## config.mk

```make
export PLATFORM = sky130hd
export DESIGN_NAME = data_mem_arbiter_flat
export DESIGN_NICKNAME = d
export VERILOG_FILES = /design/src/rtl/data_mem_arbiter_if.sv /design/src/rtl/data_mem_arbiter.sv /design/src/flat_wrapper.sv
export SDC_FILE = /design/constraint.sdc
export NUM_CORES = 1
export LEC_CHECK = 0
export ABC_CLOCK_PERIOD_IN_PS = 3100
export CAP_MARGIN = 20
export CELL_PAD_IN_SITES_DETAIL_PLACEMENT = 1
export CELL_PAD_IN_SITES_GLOBAL_PLACEMENT = 1
export CORE_MARGIN = 2
export CORE_UTILIZATION = 25
export CTS_CLUSTER_DIAMETER = 120
export CTS_CLUSTER_SIZE = 40
export DETAILED_ROUTE_END_ITERATION = 16
export PLACE_DENSITY_LB_ADDON = 0.1
export SLEW_MARGIN = 20
export SYNTH_ARGS = -nofsm -noshare
export SYNTH_HDL_FRONTEND = slang
export SYNTH_SLANG_ARGS = --single-unit
```

## constraint.sdc

```tcl
create_clock -name clk -period 3.1 [get_ports clk]
set_clock_uncertainty 0.15 [all_clocks]
set_input_delay 0.62 -clock clk [delete_from_list [all_inputs] [get_ports clk]]
set_output_delay 0.62 -clock clk [all_outputs]
set_load 0.02 [all_outputs]
```

## src/rtl/data_mem_arbiter_if.sv

```systemverilog
// rtl/data_mem_arbiter_if.sv - requester and data-memory bundle for the two-port data memory arbiter
interface data_mem_arbiter_if;
  // requester side: bit/slice i belongs to requester i (0 = cpu, 1 = dma)
  logic [1:0]  req;
  logic [1:0]  req_we;
  logic [63:0] req_addr;
  logic [63:0] req_wdata;
  logic [7:0]  req_sign_mask;
  logic [1:0]  ack;
  logic [31:0] rdata;
  logic        err;
  logic        busy;
  logic        grant_id;
  // data memory side
  logic [31:0] mem_addr;
  logic [31:0] mem_write_data;
  logic [3:0]  mem_sign_mask;
  logic        mem_memread;
  logic        mem_memwrite;
  logic [31:0] mem_read_data;
  logic        mem_clk_stall;

  modport slave (
    input  req, req_we, req_addr, req_wdata, req_sign_mask, mem_read_data, mem_clk_stall,
    output ack, rdata, err, busy, grant_id,
           mem_addr, mem_write_data, mem_sign_mask, mem_memread, mem_memwrite
  );

  modport master (
    output req, req_we, req_addr, req_wdata, req_sign_mask, mem_read_data, mem_clk_stall,
    input  ack, rdata, err, busy, grant_id,
           mem_addr, mem_write_data, mem_sign_mask, mem_memread, mem_memwrite
  );
endinterface

```

## src/rtl/data_mem_arbiter.sv

```systemverilog
// rtl/data_mem_arbiter.sv - cpu/dma arbiter in front of a stalling data memory, one transaction at a time
module data_mem_arbiter #(
  parameter bit CPU_PRIORITY   = 1'b1,
  parameter int TIMEOUT_CYCLES = 16
) (
  input  logic              clk,
  input  logic              rst_n,
  data_mem_arbiter_if.slave bus
);

  localparam int CW = $clog2(TIMEOUT_CYCLES + 1);

  localparam logic [1:0] S_IDLE  = 2'd0;
  localparam logic [1:0] S_ISSUE = 2'd1;
  localparam logic [1:0] S_WAIT  = 2'd2;
  localparam logic [1:0] S_RESP  = 2'd3;

  logic [1:0]    state;
  logic          we_q;
  logic [31:0]   addr_q;
  logic [31:0]   wdata_q;
  logic [3:0]    mask_q;
  logic [31:0]   rdata_q;
  logic          err_q;
  logic          grant_q;
  logic          last_grant;
  logic          stall_seen;
  logic [CW-1:0] wait_cnt;

  logic          winner;
  logic [CW-1:0] cnt_next;
  logic          done;
  logic          timed_out;

  // Pick the requester to serve; only meaningful while some req bit is set.
  // Round-robin hands a contended grant to whoever was not served last.
  always_comb begin
    winner = 1'b0;
    if (CPU_PRIORITY || !(&bus.req)) begin
      winner = ~bus.req[0];
    end else begin
      winner = ~last_grant;
    end
  end

  // The memory has finished once it has stalled at least once and then released.
  always_comb begin
    cnt_next  = wait_cnt + CW'(1);
    done      = stall_seen && !bus.mem_clk_stall;
    timed_out = (cnt_next == CW'(TIMEOUT_CYCLES));
  end

  // Transaction sequencer: latch the winner, strobe once, wait for the memory, respond.
  always_ff @(posedge clk or negedge rst_n) begin
    if (!rst_n) begin
      state      <= S_IDLE;
      we_q       <= 1'b0;
      addr_q     <= '0;
      wdata_q    <= '0;
      mask_q     <= '0;
      rdata_q    <= '0;
      err_q      <= 1'b0;
      grant_q    <= 1'b0;
      last_grant <= 1'b1;
      stall_seen <= 1'b0;
      wait_cnt   <= '0;
    end else begin
      case (state)
        S_IDLE: begin
          if ((bus.req != 2'b00) && !bus.mem_clk_stall) begin
            grant_q <= winner;
            we_q    <= bus.req_we[winner];
            addr_q  <= winner ? bus.req_addr[63:32]     : bus.req_addr[31:0];
            wdata_q <= winner ? bus.req_wdata[63:32]    : bus.req_wdata[31:0];
            mask_q  <= winner ? bus.req_sign_mask[7:4]  : bus.req_sign_mask[3:0];
            state   <= S_ISSUE;
          end
        end
        S_ISSUE: begin
          stall_seen <= 1'b0;
          wait_cnt   <= '0;
          state      <= S_WAIT;
        end
        S_WAIT: begin
          wait_cnt <= cnt_next;
          if (bus.mem_clk_stall) begin
            stall_seen <= 1'b1;
          end
          // A genuine completion takes precedence over a timeout hitting the same cycle.
          if (done) begin
            rdata_q <= we_q ? 32'h0 : bus.mem_read_data;
            err_q   <= 1'b0;
            state   <= S_RESP;
          end else if (timed_out) begin
            rdata_q <= 32'h0;
            err_q   <= 1'b1;
            state   <= S_RESP;
          end
        end
        default: begin
          last_grant <= grant_q;
          state      <= S_IDLE;
        end
      endcase
    end
  end

  assign bus.ack            = (state == S_RESP) ? (grant_q ? 2'b10 : 2'b01) : 2'b00;
  assign bus.rdata          = rdata_q;
  assign bus.err            = err_q;
  assign bus.busy           = (state != S_IDLE);
  assign bus.grant_id       = grant_q;
  assign bus.mem_addr       = addr_q;
  assign bus.mem_write_data = wdata_q;
  assign bus.mem_sign_mask  = mask_q;
  assign bus.mem_memread    = (state == S_ISSUE) && !we_q;
  assign bus.mem_memwrite   = (state == S_ISSUE) && we_q;

endmodule

```

## src/flat_wrapper.sv

```systemverilog
// flat-port wrapper written by rule: the top's interface ports become plain ports
module data_mem_arbiter_flat 
#(
  parameter bit CPU_PRIORITY   = 1'b1,
  parameter int TIMEOUT_CYCLES = 16
)
  (clk, rst_n, bus_req, bus_req_we, bus_req_addr, bus_req_wdata, bus_req_sign_mask, bus_mem_read_data, bus_mem_clk_stall, bus_ack, bus_rdata, bus_err, bus_busy, bus_grant_id, bus_mem_addr, bus_mem_write_data, bus_mem_sign_mask, bus_mem_memread, bus_mem_memwrite);
  data_mem_arbiter_if bus_i ();
  input  logic clk;
  input  logic rst_n;
  input wire logic [$bits(bus_i.req)-1:0] bus_req;
  input wire logic [$bits(bus_i.req_we)-1:0] bus_req_we;
  input wire logic [$bits(bus_i.req_addr)-1:0] bus_req_addr;
  input wire logic [$bits(bus_i.req_wdata)-1:0] bus_req_wdata;
  input wire logic [$bits(bus_i.req_sign_mask)-1:0] bus_req_sign_mask;
  input wire logic [$bits(bus_i.mem_read_data)-1:0] bus_mem_read_data;
  input wire logic [$bits(bus_i.mem_clk_stall)-1:0] bus_mem_clk_stall;
  output wire logic [$bits(bus_i.ack)-1:0] bus_ack;
  output wire logic [$bits(bus_i.rdata)-1:0] bus_rdata;
  output wire logic [$bits(bus_i.err)-1:0] bus_err;
  output wire logic [$bits(bus_i.busy)-1:0] bus_busy;
  output wire logic [$bits(bus_i.grant_id)-1:0] bus_grant_id;
  output wire logic [$bits(bus_i.mem_addr)-1:0] bus_mem_addr;
  output wire logic [$bits(bus_i.mem_write_data)-1:0] bus_mem_write_data;
  output wire logic [$bits(bus_i.mem_sign_mask)-1:0] bus_mem_sign_mask;
  output wire logic [$bits(bus_i.mem_memread)-1:0] bus_mem_memread;
  output wire logic [$bits(bus_i.mem_memwrite)-1:0] bus_mem_memwrite;
  assign bus_i.req = bus_req;
  assign bus_i.req_we = bus_req_we;
  assign bus_i.req_addr = bus_req_addr;
  assign bus_i.req_wdata = bus_req_wdata;
  assign bus_i.req_sign_mask = bus_req_sign_mask;
  assign bus_i.mem_read_data = bus_mem_read_data;
  assign bus_i.mem_clk_stall = bus_mem_clk_stall;
  assign bus_ack = bus_i.ack;
  assign bus_rdata = bus_i.rdata;
  assign bus_err = bus_i.err;
  assign bus_busy = bus_i.busy;
  assign bus_grant_id = bus_i.grant_id;
  assign bus_mem_addr = bus_i.mem_addr;
  assign bus_mem_write_data = bus_i.mem_write_data;
  assign bus_mem_sign_mask = bus_i.mem_sign_mask;
  assign bus_mem_memread = bus_i.mem_memread;
  assign bus_mem_memwrite = bus_i.mem_memwrite;
  data_mem_arbiter #(.CPU_PRIORITY(CPU_PRIORITY), .TIMEOUT_CYCLES(TIMEOUT_CYCLES)) u_core (.clk(clk), .rst_n(rst_n), .bus(bus_i));
endmodule
```

; After elaboration in Yosys (flattened, before gate mapping)
; Index checks and enable logic that the tools add are counted.
[classes]
add_sub_neg = 1
mul = 0
div_mod_pow = 0
n_lt_le_gt_ge = 1
eq_ne = 7
n_shift = 0
n_mux = 19
n_bitwise = 1
reduce_logical = 15
[op_table]
columns = cell, n
row1 = two-way mux 32 bit, 5
row2 = two-way mux 2 bit, 5
row3 = case mux 5 bit (2 select lines), 1
row4 = AND reduction 2 bit, 4
row5 = nonzero test 2 bit, 4
row6 = case mux 2 bit (3 select lines), 1
row7 = adder 5 x 1 -> 5 bit (second input constant), 1
row8 = equality test 5 bit (second input constant), 1
row9 = two-way mux 1 bit, 5
row10 = equality test 2 bit (second input constant), 2
row11 = logical AND 1 bit, 4
row12 = two-way mux 4 bit, 1
row13 = inequality test 3 x 1 -> 1 bit (second input constant), 1
row14 = equality test 2 x 1 -> 1 bit (second input constant), 1
row15 = logical NOT 1 bit, 2
row16 = logical NOT 2 bit, 1
row17 = < comparator 1 x 2 -> 1 bit (second input constant), 1
row18 = inequality test 2 x 1 -> 1 bit (second input constant), 1
row19 = inequality test 2 bit (second input constant), 1
row20 = case mux 1 bit (2 select lines), 1
row21 = inverter 1 bit, 1
[totals]
regBits = 111
latchBits = 0
mem_bits_rw = 0
mem_bits_ro = 0
in_bits = 175
output_inout_bits = 107
word_cells = 54
memories = 0

; Depth between registers and ports, before layout
[logic_depth]
depth_word = 5
mapped_depth = 9
mapped_depth_nobuf = 6

; Worst setup path after synthesis
; No wires, ideal clock.
[synth_path]
path_type = input to register
from = input bus_mem_clk_stall
to = register u_core.state[1]
setup_ps = 125
arrival_time_ps = 1602
required_ps = 2825
slack_ps = 1223
stages = 5
path_buffers = 1
cell_sequence = nand2b_4 buf_6 a32o_1 a31o_1 mux2_4
[synth_between]
elab_chain_cells = 4
elab_cells_between_ends = 8
classes_between = eq/ne: 2 / mux: 2 / reduce/logical: 4
[synth_lines]
columns = item, line_no
row1 = start: declaration, flat_wrapper.sv:17  ; input wire logic [$bits(bus_i.mem_clk_stall)-1:0] bus_mem_clk_stall;
row2 = logical NOT 1 bit (*), "data_mem_arbiter.sv:49, data_mem_arbiter.sv:70"
row3 = "logical AND 1 bit, on equally long branches", "data_mem_arbiter.sv:49, data_mem_arbiter.sv:70"
row4 = "two-way mux 2 bit, or another cell as far along", data_mem_arbiter.sv:90  ; if (done) begin
row5 = case mux 2 bit (3 select lines) / AND reduction 2 bit (equally long branches), --
row6 = end signal: assignment, data_mem_arbiter.sv:56  ; state <= S_IDLE;
row7 = end signal: assignment, data_mem_arbiter.sv:76  ; state <= S_ISSUE;
row8 = end signal: assignment, data_mem_arbiter.sv:93  ; state <= S_RESP;
row9 = end: declaration, data_mem_arbiter.sv:18  ; logic [1:0] state;
; Mark *: on every way between the ends. The rest lies on a longest branch, timed or not.
; A chain may end at the register's enable or synchronous reset.

; Worst setup path in the final report
[layout_path]
from = register u_core.state[1]
to = output bus_mem_memread
[layout_between]
elab_chain_cells = 2
[layout_lines]
columns = item, line_no
row1 = start signal: assignment, data_mem_arbiter.sv:56
row2 = start signal: assignment, data_mem_arbiter.sv:76
row3 = start signal: assignment, data_mem_arbiter.sv:82  ; state <= S_WAIT;
row4 = equality test 2 x 1 -> 1 bit, data_mem_arbiter.sv:116  ; assign bus.mem_memread = (state == S_ISSUE) && !we_q;
row5 = logical AND 1 bit, data_mem_arbiter.sv:116
row6 = end: declaration, flat_wrapper.sv:26  ; output wire logic [$bits(bus_i.mem_memread)-1:0] bus_mem_memread;
; No other way between the ends.

==> flow_summary.yaml <==
timing:
  setup_viol: 0
  rsz0062_at_grt: "no"
  fin_crit_sh_pct: 85.2
  max_freq_mhz: 379
  finalHoldViolations: 0
  worst_hold_slack_ns: 0.120
  fin_ws_ns: 0.459
  slew_violations: 0
  layout_min_cycle_time_ns: 2.64
  slew_headroom_pct: 51.0
  tns_ns: 0
  tightest_slew_ns: 0.734
logic_synthesis:
  synth_cell_types: 31
  ys_ff_latch: 111
  synthTopCellsByArea: "dfrtp_1 (54%), mux2i_1 (14%), o21ai_1 (10%)"
  yosysTopAreaCellShare_pct: 54.0
  yosys.area.top_type: "dfrtp_1"
  syn_inst: 508
  netlist_area_um2: 5150
  syn_avg_cell_area_um2: 10.1
  synth_warnings: 0
  synth_fp_nets: 688
  yosysSeqAreaShare_pct: 54.0
worst_setup_path:
  worst-endpoint-arrival_ns: 1.87
  cp.required_ns: 2.33
  slowest_delay_ns: 0.64
  worst-r2r-setup-slack_ns: 0.75
  startpoint: "u_core.state[1]$_DFFE_PN0P_"
  r2r-start: "u_core.state[0]$_DFFE_PN0P_"
  crit_type: "reg -> out"
  crit_path_end_kind: "output port"
  crit_path_start_kind: "flip-flop"
  worstPathCellList: "inv_1 > ha_1 > nor2b_1 > clkdlybuf4s50_1"
  r2r_cells: 7
  regToRegEndpoint: "u_core.bus.rdata[12]$_DFFE_PN0P_"
  cp_max_fo: 4
  critPathSlowestCell: "clkdlybuf4s50_1"
floorplan:
  die-area_um2: 21800
  num_rows: 52
  coreArea_um2: 20200
  fp.dieW_um: 147
  start_util_pct: 25.4
  pin_count: 282
  die_h_um: 147
clock_tree:
  root_buffer: "clkbuf_16"
  cts_hold_buf: 0
  post_cts_buffers: 0
  clockBufferDepth: 2
  cts_sinks: 111
  clk_transition_reported_paths_ns: 0.07
  ctsHtreeMaxLevel: 3
  clk_latency_ns: 0.35
  cts_tree: "yes"
  post_cts_resized: 0
  numCtsBuffers: 9
run:
  maxCapViolCount: 0
global_route:
  gr-total-overflow: 0
  grt_pass1_vias: 5102
  grt_antenna_before_repair: 0
  grtUsageTotal_pct: 16.0
  grt_pass1_wl_um: 27400
  grt_max_degree: 71
routing:
  drt_iter0_drc: 171
  vias_per_cell: 4.53
  drtPass1Iterations: 4
  antenna_left: 0
  drc: 0
  drt-wirelength-per-cell_um: 16.8
  wl_um: 17500
  via_count: 4727
final_layout:
  syn_to_final_growth_pct: 66.2
  mostFrequentLayoutCell: "clkdlybuf4s50_1"
  fin_nets: 950
  mostFrequentLayoutCells: "clkdlybuf4s50_1 (279), dfrtp_1 (111), nand2_1 (104), o21ai_1 (104), mux2i_1 (70)"
  layout-drive-gt1-share_pct: 4.14
  final_area_um2: 8560
  diodes: 0
placed_design:
  portBuffers: 281
  routabilityCongestion: 0.701
  dp_hpwl_um: 13500
  place_worst_setup_slack_ns: 0.499
  dpl_cell_area_um2: 8220
power:
  p_per_area_nw_per_um2: 863
  leakagePower_uw: 0.00373
  peakVddDrop_uv: 251
worst_hold_path:
  hp-class: "in -> async"
outcome:
  status: "complete, no violations"
## per-stage QoR
| step | total power (µW) | std cells | util [%] |
|---|---|---|---|
| 5_1_grt | 7910 | 1043 | 42.3 |
| 3_3_place_gp | 6050 | 1029 | 40.6 |
| 2_1_floorplan | 4310 | 508 | - |
| 4_1_cts | 7520 | 1043 | 42.3 |
| 6_report | 7380 | 1043 | 42.3 |
| 3_5_place_dp | 6160 | 1029 | 40.6 |
## Yosys cell counts
library cell / count
and4b_1: 1
nand3_1: 4
a32o_1: 1
a31o_1: 1
o22a_1: 1
nand3b_1: 1
ha_1: 5
inv_2: 1
buf_2: 24
o21ai_1: 104
o22ai_1: 2
inv_1: 8
buf_6: 2
nor2_1: 1
nor3b_1: 2
nor3_2: 1
nand2_1: 104
nand2b_4: 1
nor3_1: 1
clkbuf_1: 12
o21bai_1: 2
a22oi_1: 32
mux2i_1: 70
mux2_4: 1
dfrtp_1: 111
buf_1: 2
and2_1: 2
a21oi_1: 6
o21ai_0: 2
or2_1: 1
nor2b_1: 2
## cells by family (layout without fill, tap and decap cells)
kind of cell	Yosys count	after routing	synth area share [%]
multiplexers	71	71	13.9
AND/OR/NAND/NOR	121	121	9.84
buffers and inverters	49	314	4.45
flip-flops	111	111	54.0
AO/OA/AOI/OAI	151	151	16.6
adder cells (fa/ha/maj)	5	5	1.22
## state kept, by name, indices dropped and copies added, names as in the netlist
register                   flops
u_core.bus.err                 1
u_core.bus.grant_id            1
u_core.bus.mem_addr           32
u_core.bus.mem_sign_mask       4
u_core.bus.mem_write_data     32
u_core.bus.rdata              32
u_core.stall_seen              1
u_core.state                   2
u_core.wait_cnt                5
u_core.we_q                    1
## per-layer routing
metal,vias to the layer above,track usage (%),wire [µm]
met4,0,4.52,209
li1,2286,-,-
met3,13,6.14,1780
met1,2242,18.6,7020
met5,-,0,0
met2,186,27.5,8480
## worst max-delay path: cells and delay by family (launching register included)
family / cells / cell delay (ns)
buf+inv: 2 / 0.74
flops: 1 / 0.43
simple gates: 1 / 0.16
fa+ha+maj: 1 / 0.20
## how the worst max path moves through the flow
stage,end,slack (ns)
after detailed placement,u_core.state[1]$_DFFE_PN0P_,0.50
after floorplan,u_core.state[1]$_DFFE_PN0P_,1.22
after global placement,u_core.state[1]$_DFFE_PN0P_,0.54
after CTS,bus_mem_memread,0.41
after global routing,bus_mem_memread,0.36
final,bus_mem_memread,0.46
## layout make-up
cell class / count / area (µm²)
tap: 270 / 338
clock buffer: 10 / 239
clock inverter: 4 / 95.1
timing repair buffer: 291 / 2920
fill: 2252 / 11700
multi-input combinational: 348 / 2150
sequential: 111 / 2780
inverter: 9 / 33.8
## report_power, final
group | switching (µW) | internal [µW] | total [µW]
registers | 376 | 2030 | 2410
logic | 1920 | 1730 | 3660
clock network | 514 | 802 | 1320
Power figures use the tool's default switching activity.
